[src/rtl/pb_pkg.sv]
// Shared constants and types for the pushbutton event path.
// Button count, event code width and default debounce length.
package pb_pkg;
  localparam int PB_COUNT = 21;
  localparam int PB_CODE_W = 5;
  localparam int PB_DEBOUNCE_DEFAULT = 3;
  typedef logic [PB_CODE_W-1:0] pb_code_t;
endpackage

[src/rtl/pb_debounce.sv]
// One button: 2-FF synchronizer, counter debounce, press pulse.
// press is high in the cycle held is about to rise.
module pb_debounce
  import pb_pkg::*;
#(
  parameter int DEBOUNCE_CYCLES = PB_DEBOUNCE_DEFAULT
) (
  input  logic clk,
  input  logic reset,
  input  logic pb,
  output logic held,
  output logic press
);
  localparam int CW =
    (DEBOUNCE_CYCLES > 1) ? $clog2(DEBOUNCE_CYCLES) : 1;

  logic          sync1;
  logic          s;
  logic [CW-1:0] cnt;
  logic          last;

  assign last  = (cnt == CW'(DEBOUNCE_CYCLES - 1));
  assign press = !held && s && last;

  always_ff @(posedge clk or posedge reset) begin
    if (reset) begin
      sync1 <= 1'b0;
      s     <= 1'b0;
      cnt   <= '0;
      held  <= 1'b0;
    end else begin
      sync1 <= pb;
      s     <= sync1;
      if (s == held) begin
        cnt <= '0;
      end else if (last) begin
        held <= s;
        cnt  <= '0;
      end else begin
        cnt <= cnt + 1'b1;
      end
    end
  end
endmodule

[src/rtl/pb_event_encoder.sv]
// Debounced pushbuttons to an encoded press-event stream.
// Pending mask feeds a lowest-index encoder into a small FIFO.
module pb_event_encoder
  import pb_pkg::*;
#(
  parameter int NUM_PB = PB_COUNT,
  parameter int DEBOUNCE_CYCLES = PB_DEBOUNCE_DEFAULT,
  parameter int FIFO_DEPTH = 4,
  localparam int CW = $clog2(NUM_PB)
) (
  input  logic              clk,
  input  logic              reset,
  input  logic [NUM_PB-1:0] pb,
  output logic [NUM_PB-1:0] held,
  output logic              evt_valid,
  input  logic              evt_ready,
  output logic [CW-1:0]     evt_code,
  output logic              overflow,
  input  logic              overflow_clr
);
  localparam int AW = $clog2(FIFO_DEPTH);

  logic [NUM_PB-1:0] press;
  logic [NUM_PB-1:0] pending;
  logic [NUM_PB-1:0] clr_mask;
  logic [CW-1:0]     sel;
  logic [CW-1:0]     mem [FIFO_DEPTH];
  logic [AW-1:0]     wr_ptr;
  logic [AW-1:0]     rd_ptr;
  logic [AW:0]       count;
  logic              full;
  logic              push;
  logic              pop;
  logic              ovf_set;

  for (genvar i = 0; i < NUM_PB; i++) begin : g_db
    pb_debounce #(
      .DEBOUNCE_CYCLES(DEBOUNCE_CYCLES)
    ) u_db (
      .clk  (clk),
      .reset(reset),
      .pb   (pb[i]),
      .held (held[i]),
      .press(press[i])
    );
  end

  // Descending scan so the lowest set index is the one left in sel.
  always_comb begin
    sel = '0;
    for (int i = NUM_PB - 1; i >= 0; i--) begin
      if (pending[i]) sel = CW'(i);
    end
  end

  assign full      = (count == (AW+1)'(FIFO_DEPTH));
  assign evt_valid = (count != '0);
  assign evt_code  = mem[rd_ptr];
  assign push      = (|pending) && !full;
  assign pop       = evt_valid && evt_ready;
  assign clr_mask  = push ? (NUM_PB'(1) << sel) : '0;
  assign ovf_set   = |(press & pending & ~clr_mask);

  always_ff @(posedge clk or posedge reset) begin
    if (reset) begin
      pending  <= '0;
      overflow <= 1'b0;
      wr_ptr   <= '0;
      rd_ptr   <= '0;
      count    <= '0;
      for (int i = 0; i < FIFO_DEPTH; i++) mem[i] <= '0;
    end else begin
      pending <= (pending & ~clr_mask) | press;
      if (ovf_set) overflow <= 1'b1;
      else if (overflow_clr) overflow <= 1'b0;
      if (push) begin
        mem[wr_ptr] <= sel;
        wr_ptr      <= wr_ptr + 1'b1;
      end
      if (pop) rd_ptr <= rd_ptr + 1'b1;
      unique case ({push, pop})
        2'b10:   count <= count + 1'b1;
        2'b01:   count <= count - 1'b1;
        default: count <= count;
      endcase
    end
  end
endmodule

[config.mk]
export PLATFORM = sky130hd
export DESIGN_NAME = pb_event_encoder
export DESIGN_NICKNAME = d
export VERILOG_FILES = /design/src/rtl/pb_pkg.sv /design/src/rtl/pb_debounce.sv /design/src/rtl/pb_event_encoder.sv
export SDC_FILE = /design/constraint.sdc
export NUM_CORES = 1
export LEC_CHECK = 0
export ABC_AREA = 1
export BUFFER_PORTS_ARGS = -buffer_cell sky130_fd_sc_hd__buf_2
export CORE_MARGIN = 4
export CORE_UTILIZATION = 59
export DETAILED_ROUTE_END_ITERATION = 12
export GPL_TIMING_DRIVEN = 0
export PLACE_DENSITY = 0.82
export SLEW_MARGIN = 20
export SYNTH_ARGS = -nofsm -noshare
export SYNTH_HDL_FRONTEND = slang
export SYNTH_SLANG_ARGS = --single-unit
[constraint.sdc]
create_clock -name clk -period 6.58 [get_ports clk]
set_input_delay 0.658 -clock clk [delete_from_list [all_inputs] [get_ports clk]]
set_output_delay 0.658 -clock clk [all_outputs]
set_load 0.01 [all_outputs]
==> flow_summary.json, run 1 <==
{
  "avgSynthCellArea_um2": 9.673,
  "holdCritPathClass": "in2async",
  "worstPathMaxFanout": 6,
  "layout_commonest_cell": "dfrtp_1",
  "start_util_pct": 60.41,
  "clk_path_buf_depth": 2,
  "power_density_nw_per_um2": 512.9,
  "cts_resized": 0,
  "cp.required_ps": 6990,
  "final_cell_mix": "dfrtp_1 (154), nand2_1 (95), inv_1 (93), nor2_1 (72), buf_2 (55)",
  "port_buffers": 52,
  "worstRegToRegCells": 13,
  "leakagePower_uw": 0.003860,
  "synth_top_family_by_area": "simple AND/OR/NAND/NOR gates",
  "yosys.area_share.simple_pct": 20.54,
  "timing.final.hold_violations": 0,
  "grt.total_usage_pct": 21.39,
  "yosysSeqAreaShare_pct": 58.59,
  "yosysTopAreaCellShare_pct": 58.59,
  "yosys-top-cells-area": "dfrtp_1 (59%), nand2_1 (5.4%), inv_1 (5.4%)",
  "synth-adder-area-share_pct": 5.250,
  "ys_types": 28,
  "ff2ff_setup_slack_ps": 3770,
  "synth_compound_area_share_pct": 6.753,
  "ys_ff_latch": 154,
  "cts_tree": "built",
  "cts_root_buf": "clkbuf_8",
  "total_power_uw": 3949,
  "timing.final.crit_share_pct": 42.77,
  "rows": 38,
  "setup_tns_ps": 0,
  "setup_violations": 0,
  "yosysWarningCount": 0,
  "max_cap_violations": 0,
  "layout-drive-gt1-share_pct": 15.69,
  "post_cts_buffers": 0,
  "cp.arrival_ps": 3220,
  "cts_hold_buf": 0,
  "path_class": "reg2reg",
  "drt-total-wl_um": 12570,
  "drt_iter0_markers": 367,
  "cts_num_sinks": 154,
  "grt_pass1_wl_um": 21910,
  "antenna_cells": 0,
  "viasPerCell": 5.294,
  "synth-xor-area-share_pct": 0.5326,
  "fin_nets": 804,
  "h-tree-depth": 4,
  "fmax_mhz": 355.4,
  "fin_skew_ps": 8.472,
  "antenna_found_initial": 0,
  "worst_slew_pin_slew_ps": 516.5,
  "clock_latency_ps": 540,
  "cp-end-kind": "register",
  "outcome": "complete, no violations",
  "dp_hpwl_um": 8930,
  "synth_nets": 732,
  "rsz0062_at_grt": "no",
  "die_h_um": 113.6,
  "path_clk_slew_ps": 60,
  "syn_inst": 680,
  "drv_slew": 0,
  "grt_overflow": 0,
  "postRouteAntennaNets": 0,
  "ir_drop_v": 0.0003403,
  "fp.coreArea_um2": 10890,
  "area_delta_synth_final_pct": 17.04,
  "reg2reg_from": "pending[2]",
  "place_congestion": 0.8836,
  "drc_errors": 0,
  "numCtsBuffers": 17,
  "fp.dieW_um": 113.6,
  "slew_headroom_pct": 65.57,
  "grt_max_degree": 79,
  "start_kind": "register",
  "drtPass1Iterations": 4,
  "vias": 4791,
  "fp.dieArea_um2": 12900,
  "synth_mux_area_share_pct": 0,
  "wire_per_inst_um": 13.89,
  "grt_pass1_vias": 5007,
  "top_level_ports": 53,
  "min_period_ps": 2814,
  "worstReg2RegEnd": "count[2]",
  "synth_area_leader_cell": "dfrtp_1",
  "mappedNetlistArea_um2": 6578
}
-- final cells by class --
type	instances	area, um^2
multi-input cells	405	2176
inverters	94	360.3
plain buffers	27	195.2
repair buffers	53	287.8
clock buffers	22	462.9
clock inverters	10	187.7
fillers	786	3189
flip-flops and latches	154	3854
well taps	140	175.2
-- worst max-delay path by stage --
| stage | startpoint | endpoint | slack (ps) | depth (start not counted) |
|---|---|---|---|---|
| finish | pending[2] | count[2] | 3770 | 13 |
| global route | pending[5] | count[2] | 3390 | 13 |
| CTS | pending[2] | count[2] | 3810 | 13 |
| detailed placement | pending[2] | count[2] | 3830 | 13 |
| global placement | reset | count[2] | 400 | 2 |
| floorplan | reset | count[0] | 1770 | 1 |
-- worst max-delay path: stages, from the launching register on --
cell	delay [ps]
dfrtp_1	420
nor2_1	200
nand2_1	80
nor2_1	210
inv_1	80
nor2_1	150
inv_1	50
o21ai_1	380
ha_1	230
inv_1	70
fa_1	380
a21oi_1	140
o21ai_0	120
xor2_1	160
-- Yosys cell counts --
master,count
buf_8,1
inv_1,94
nand3b_1,25
o22ai_1,5
xor2_1,3
nand2_4,3
nand3_2,1
nand4_1,15
fa_1,1
o21ai_1,3
a31o_2,2
nor2_1,72
clkbuf_1,2
buf_4,21
a21oi_2,1
nor2_2,1
nand2_2,2
nor3_1,43
o31ai_1,1
nand3_1,33
a21oi_1,22
o21ai_2,1
xnor2_1,1
nand2_1,95
dfrtp_1,154
o21ai_0,49
buf_2,3
ha_1,26
-- state kept, by name (all words and copies together), names as in the netlist --
signal	cells
mem	20
count	3
overflow	1
wr_ptr	2
g_db.u_db.sync1	21
g_db.u_db.s	21
rd_ptr	2
g_db.u_db.held	21
g_db.u_db.cnt	42
pending	21
-- per-layer routing --
layer	wire length (um)	track usage, %
met4	256	9.615
met3	549	5.146
met2	6540	37.14
met5	0	0
met1	5224	25.23
-- per-stage QoR --
stage	std cells	util (%)	cell area [um^2]	worst slack [ps]	hold slack, ps
after floorplan	680	-	6578	1772	331.2
after CTS	905	70.71	7699	3806	185.3
final	905	70.71	7699	3766	178.1
after global placement	872	64.41	7013	401.2	331.4
after detailed placement	873	64.73	7048	3826	334.7
after global routing	905	70.71	7699	3391	204.1
-- report_power, final --
part,switching (uW),internal [uW]
combinational,849,545
clock,377,686
sequential,228,1260
-- kinds of logic (layout without fill, tap and decap cells) --
family                     after synthesis  after routing
and+or+nand+nor                        290            290
DFF                                    154            154
buffers and inverters                  121            206
AOI/OAI and AO/OA                       84             84
adders and majority gates               27             27
xor gates and xnor gates                 4              4
No activity file was read; power rests on OpenSTA's default activity.
==> run 2: changes to the inputs <==
clock period = 2.6 ns   (was 6.58 ns; I/O delays follow)
==> run 2 against run 1 <==
Against the previous run: non-clock buffer count up 37; design area rose by 5.1%; critical path depth is the same; combinational power rose to 2.8 times the previous value; worst setup slack worse by 3700 ps; clock-buffer cell count shrank 1; routed wire length rose by 9.6%; core utilization up 3.6 points; first-iteration DRC count increased by 1.4%; register-to-register slack lost 3700 ps; maximum frequency is 13% higher; largest power group is now combinational cells.
==> flow_summary.json, run 2 (synthesized netlist as in run 1, its figures left out) <==
{
  "path_clk_slew_ps": 60,
  "top_register": "g_db.u_db.cnt",
  "worst_slew_pin_slew_ps": 729.1,
  "cts_num_sinks": 154,
  "drt_iter0_markers": 372,
  "leakagePower_uw": 0.004023,
  "crit_family": "simple AND/OR/NAND/NOR gates",
  "grt.total_usage_pct": 22.84,
  "layout-drive-gt1-share_pct": 18.95,
  "layout_commonest_cell": "dfrtp_1",
  "worstPathCellList": "nor2_1 > nand3_1 > a31o_2 > a31o_2 > nand3_1 > clkbuf_4 > nand4_1 > nand3b_1 > nand2_1 > nor2_1 > nand2_1 > nor2_1 > nand2_1",
  "final_cell_mix": "dfrtp_1 (153), nand2_1 (93), inv_1 (92), nor2_1 (62), buf_2 (54)",
  "cp-end-kind": "register",
  "dp_hpwl_um": 9353,
  "fillers": 738,
  "numCtsBuffers": 17,
  "min_period_ps": 2485,
  "cts_tree": "built",
  "fin_skew_ps": 5.972,
  "rsz0062_at_grt": "yes",
  "place_congestion": 0.8509,
  "wire_per_inst_um": 14.63,
  "slew_headroom_pct": 51.29,
  "rows": 38,
  "start_kind": "register",
  "outcome": "complete, no violations",
  "fin_ws_ps": 115.0,
  "vias": 4985,
  "fmax_mhz": 402.4,
  "timing.final.crit_share_pct": 95.58,
  "cts_root_buf": "clkbuf_8",
  "holdCritPathClass": "in2reg",
  "setup_violations": 0,
  "cp.arrival_ps": 2910,
  "grt_max_degree": 38,
  "worst_path_largest_cell_delay_ps": 420,
  "viasPerCell": 5.292,
  "die_h_um": 113.6,
  "setup_tns_ps": 0,
  "drtPass1Iterations": 5,
  "grt_overflow": 0,
  "port_buffers": 52,
  "whs_ps": 103.3,
  "start_util_pct": 60.41,
  "area_delta_synth_final_pct": 22.96,
  "drv_slew": 0,
  "grt_pass1_vias": 5138,
  "path_class": "reg2reg",
  "power_density_nw_per_um2": 1260,
  "max_cap_violations": 0,
  "top_level_ports": 53,
  "clock_latency_ps": 540,
  "ir_drop_v": 0.0006821,
  "largest_reg_flops": 42,
  "antenna_found_initial": 0,
  "clk_path_buf_depth": 2,
  "drt-total-wl_um": 13780,
  "fin_nets": 841,
  "postRouteAntennaNets": 0,
  "cp.required_ps": 3020,
  "worstPathMaxFanout": 10,
  "fp.dieArea_um2": 12900,
  "drc_errors": 0,
  "fp.coreArea_um2": 10890,
  "slowest_stage": "dfrtp_1",
  "grt_pass1_wl_um": 23220,
  "h-tree-depth": 4,
  "timing.final.hold_violations": 0,
  "fp.dieW_um": 113.6,
  "cp_num_buf_inv": 1,
  "place_ws_ps": -265.2,
  "antenna_cells": 0
}
run 2: worst paths after layout:
| path | cells after the start | startpoint | endpoint | slack (ps) |
|---|---|---|---|---|
| max in group asynchronous | 5 | reset | pending[7] | 1350 |
| min in group asynchronous | 3 | reset | mem[0] | 390 |
| hold reg to reg | 0 | g_db[14].u_db.sync1 | g_db[14].u_db.s | 350 |
| setup reg to reg | 13 | pending[15] | overflow | 120 |
| setup / recovery | 13 | pending[15] | overflow | 120 |
| hold / removal | 5 | evt_ready | rd_ptr[0] | 100 |
run 2: final cells by class:
type / instances / area (um^2) / share of cell area, %
well taps: 140 / 175.2 / 2.166
repair buffers: 90 / 658.1 / 8.137
clock inverters: 11 / 167.7 / 2.073
multi-input cells: 405 / 2228 / 27.55
flip-flops and latches: 154 / 3855 / 47.66
clock buffers: 21 / 449.2 / 5.554
inverters: 94 / 356.6 / 4.409
plain buffers: 27 / 197.7 / 2.444
run 2: worst register-to-register path, stage by stage, from the launching register on:
cell and delay, ps:
dfrtp_1 420, nor2_1 180, nand3_1 130, a31o_2 230
a31o_2 190, nand3_1 200, clkbuf_4 280, nand4_1 160
nand3b_1 130, nand2_1 60, nor2_1 120, nand2_1 70
nor2_1 100, nand2_1 70
run 2: power by group:
group / total [uW] / leakage [uW] / switching [uW] / internal (uW)
Clock: 2550 / 0.000298 / 941 / 1610
Combinational: 3850 / 0.00185 / 2270 / 1580
Sequential: 3780 / 0.00188 / 587 / 3200
Total: 10200 / 0.00402 / 3800 / 6390
run 2: per-stage QoR:
stage | instances | instance area [um^2] | total power, uW | utilization [%]
floorplan | 680 | 6581 | 6263 | -
global placement | 872 | 7017 | 7021 | 64.45
detailed placement | 876 | 7104 | 7298 | 65.25
CTS | 930 | 7960 | 9970 | 73.11
global route | 942 | 8088 | 10920 | 74.28
finish | 942 | 8088 | 10190 | 74.28
run 2: timing repair:
action,in CTS,in global routing
resized for setup,5,18
endpoints found under the setup margin,2,3
cloned,0,0
pin swaps,0,9
endpoints found under the hold margin,51,0
setup buffers,0,12
hold buffers,22,0
run 2: routing by layer:
| layer | routed length, um | up-vias | GRT usage [%] |
|---|---|---|---|
| met5 | 0 | - | 0 |
| met4 | 319 | 0 | 9.936 |
| met3 | 523 | 27 | 4.721 |
| met2 | 7400 | 121 | 40.75 |
| met1 | 5541 | 2416 | 26.64 |
| li1 | - | 2421 | - |
==> run 3: changes to the inputs <==
ABC_AREA = not set   (was 1)
CORE_MARGIN = not set   (was 4)
CORE_UTILIZATION = 60   (was 59)
PLACE_DENSITY = 0.83   (was 0.82)
==> run 3 against run 2 <==
Against the previous run: the flow now finishes with violations (setup timing); clock power fell by 7%; global-route usage rose by 5.1 points; critical path depth fell by 6; core utilization rose by 2.9 points; sequential power rose by 2%; largest cell class unchanged; design area rose by 3.5%; worst setup slack got worse by 280 ps; via count fell by 5.5%; highest routed layer unchanged; critical endpoint unchanged.
==> flow_summary.json, run 3 <==
{
  "drc_errors": 0,
  "start_util_pct": 61.47,
  "whs_ps": 95.55,
  "fin_skew_ps": 7.140,
  "yosysTopAreaCellShare_pct": 57.83,
  "drtPass1Iterations": 4,
  "yosysWarningCount": 0,
  "slowest_stage": "or4_4",
  "cp_num_buf_inv": 0,
  "fin_nets": 753,
  "worstReg2RegEnd": "overflow",
  "leakagePower_uw": 0.003906,
  "worst_path_largest_cell_delay_ps": 580,
  "cp_num_cells": 7,
  "rows": 38,
  "area_delta_synth_final_pct": 25.63,
  "die_h_um": 107.4,
  "antenna_found_initial": 0,
  "placed_area_um2": 7222,
  "clk_path_buf_depth": 2,
  "timing.final.hold_violations": 0,
  "start_kind": "register",
  "timing.final.crit_share_pct": 106.4,
  "top_level_ports": 53,
  "synth_nets": 628,
  "outcome": "finished with violations",
  "fillers": 650,
  "avgSynthCellArea_um2": 11.57,
  "yosys-top-cells-area": "dfrtp_1 (58%), ha_1 (4.9%), nor3b_1 (3.6%)",
  "hp-start": "evt_ready",
  "fp.dieArea_um2": 11530,
  "cts_num_sinks": 154,
  "power_density_nw_per_um2": 1235,
  "violations": "setup timing",
  "fp.coreArea_um2": 10840,
  "fin_ws_ps": -166.8,
  "slew_headroom_pct": 46.96,
  "critPathCapture": "overflow",
  "wire_per_inst_um": 16.71,
  "grt_overflow": 0,
  "min_period_ps": 2767,
  "path_class": "reg2reg",
  "synth_ff_type": "dfrtp_1",
  "ir_drop_v": 0.0007600,
  "worstRegToRegCells": 7,
  "holdCritPathClass": "in2reg",
  "vias": 4712,
  "antenna_cells": 0,
  "worstPathMaxFanout": 4,
  "crit_path_start": "pending[8]",
  "drt-total-wl_um": 14270,
  "drt_iter0_markers": 210,
  "yosys-top-cells-count": "dfrtp_1 (154), nand2_1 (61), o21ai_0 (40), inv_1 (39), nor3b_1 (32)",
  "synth-edff-count": 0,
  "ys_types": 59,
  "yosysSeqAreaShare_pct": 57.83,
  "layout_commonest_cell": "dfrtp_1",
  "worstPathCellList": "or4_4 > or2_4 > nor4_4 > nand2_2 > o31ai_4 > o2111ai_2 > or4_4",
  "viasPerCell": 5.518,
  "critPathMostFrequentCell": "or4_4",
  "fin_area_um2": 8372,
  "layout-drive-gt1-share_pct": 28.99,
  "h-tree-depth": 4,
  "grt_pass1_wl_um": 23790,
  "drv_slew": 0,
  "max_cap_violations": 0,
  "clock_latency_ps": 550,
  "cp-end-kind": "register",
  "rsz0062_at_grt": "yes",
  "dp_hpwl_um": 9535,
  "cp.required_ps": 3020,
  "worst_slew_pin_slew_ps": 792.2,
  "setup_violations": 2,
  "final_cell_mix": "dfrtp_1 (145), nand2_1 (60), buf_2 (52), buf_4 (49), o21ai_0 (38)",
  "top_register": "g_db.u_db.cnt",
  "crit_family": "simple AND/OR/NAND/NOR gates",
  "numCtsBuffers": 17,
  "largest_reg_flops": 42,
  "place_congestion": 0.8422,
  "postRouteAntennaNets": 0,
  "grt_pass1_vias": 5035,
  "syn_inst": 576,
  "ff2ff_setup_slack_ps": -170,
  "synth.most_common_cell": "dfrtp_1",
  "cts_root_buf": "clkbuf_8",
  "synth_area_leader_cell": "dfrtp_1",
  "grt_max_degree": 35,
  "grt.total_usage_pct": 27.95,
  "port_buffers": 52,
  "cts_tree": "built",
  "async_flop_share_pct": 100.0,
  "mappedNetlistArea_um2": 6664,
  "fp.dieW_um": 107.4,
  "fmax_mhz": 361.4,
  "path_clk_slew_ps": 70,
  "ys_ff_latch": 154,
  "cp.arrival_ps": 3190,
  "reg2reg_from": "pending[8]"
}
## run 3: changes by cell type after synthesis, moves of 10 or more
cell	change
mux2_2	+18
a21oi_1	-14
nand3_1	-20
nand3b_1	-15
nor3_1	-19
inv_1	-55
nor3b_1	+32
nor2b_1	+24
nand2_1	-34
nor2_1	-52
nand4_1	-10
## run 3: cell type report
| cell class | count | area (um^2) | area share [%] |
|---|---|---|---|
| inverters | 39 | 150.1 | 1.793 |
| multi-input cells | 357 | 2624 | 31.34 |
| plain buffers | 24 | 168.9 | 2.018 |
| flip-flops and latches | 154 | 3865 | 46.17 |
| clock inverters | 11 | 121.4 | 1.450 |
| repair buffers | 108 | 818.3 | 9.774 |
| clock buffers | 21 | 449.2 | 5.365 |
| well taps | 140 | 175.2 | 2.092 |
## run 3: worst reg2reg max path, stage by stage (launching register included)
cell and delay [ps]:
dfrtp_1 410, or4_4 590, or2_4 300, nor4_4 320, nand2_2 140, o31ai_4 290
o2111ai_2 150, or4_4 440
## run 3: worst min-delay path by stage
| stage | depth (start not counted) | to |
|---|---|---|
| 2_1_floorplan | 0 | g_db[0].u_db.sync1 |
| 3_5_place_dp | 2 | g_db[7].u_db.sync1 |
| 5_1_grt | 3 | rd_ptr[0] |
| 4_1_cts | 3 | rd_ptr[0] |
| 3_3_place_gp | 0 | g_db[16].u_db.s |
| 6_report | 3 | rd_ptr[0] |
## run 3: what timing repair did
action / CTS / global route
hold buffers: 22 / 0
endpoints found under the setup margin: 3 / 11
pin swaps: 18 / 10
buffers inserted: 25 / 4
hold endpoints to repair: 41 / 0
resized for setup: 28 / 8
## run 3: power breakdown
group / internal, uW / switching, uW
sequential: 3190 / 670
combinational: 1960 / 2140
clock: 1410 / 963
## run 3: stage by stage
step / power, uW / cells / TNS [ps] / utilization, % / setup WS, ps
after detailed placement: 7293 / 773 / -951.4 / 66.62 / -611.3
after global placement: 7057 / 768 / -54630 / 65.58 / -639.4
final: 10340 / 854 / -254.1 / 77.23 / -166.8
after floorplan: 6227 / 576 / 0 / - / 14.13
after global routing: 11010 / 854 / -485.8 / 77.23 / -244.2
after CTS: 10230 / 850 / -183.6 / 76.52 / -128.7
## run 3: logic make-up (layout without fill, tap and decap cells)
kind of cell	after synthesis	after routing	synth area share (%)
simple gates	221	221	18.72
flops	154	154	57.83
compound gates	79	79	7.755
buf+inv	65	203	4.844
fa+ha+maj	27	27	5.182
mux	24	24	4.882
xor+xnor	6	6	0.7887
## run 3: metal layers
metal,part of all wire [%],GRT usage (%)
met1,42,33.15
met2,52,46.77
met3,4.0,8.777
met4,2.4,12.43
met5,0,0
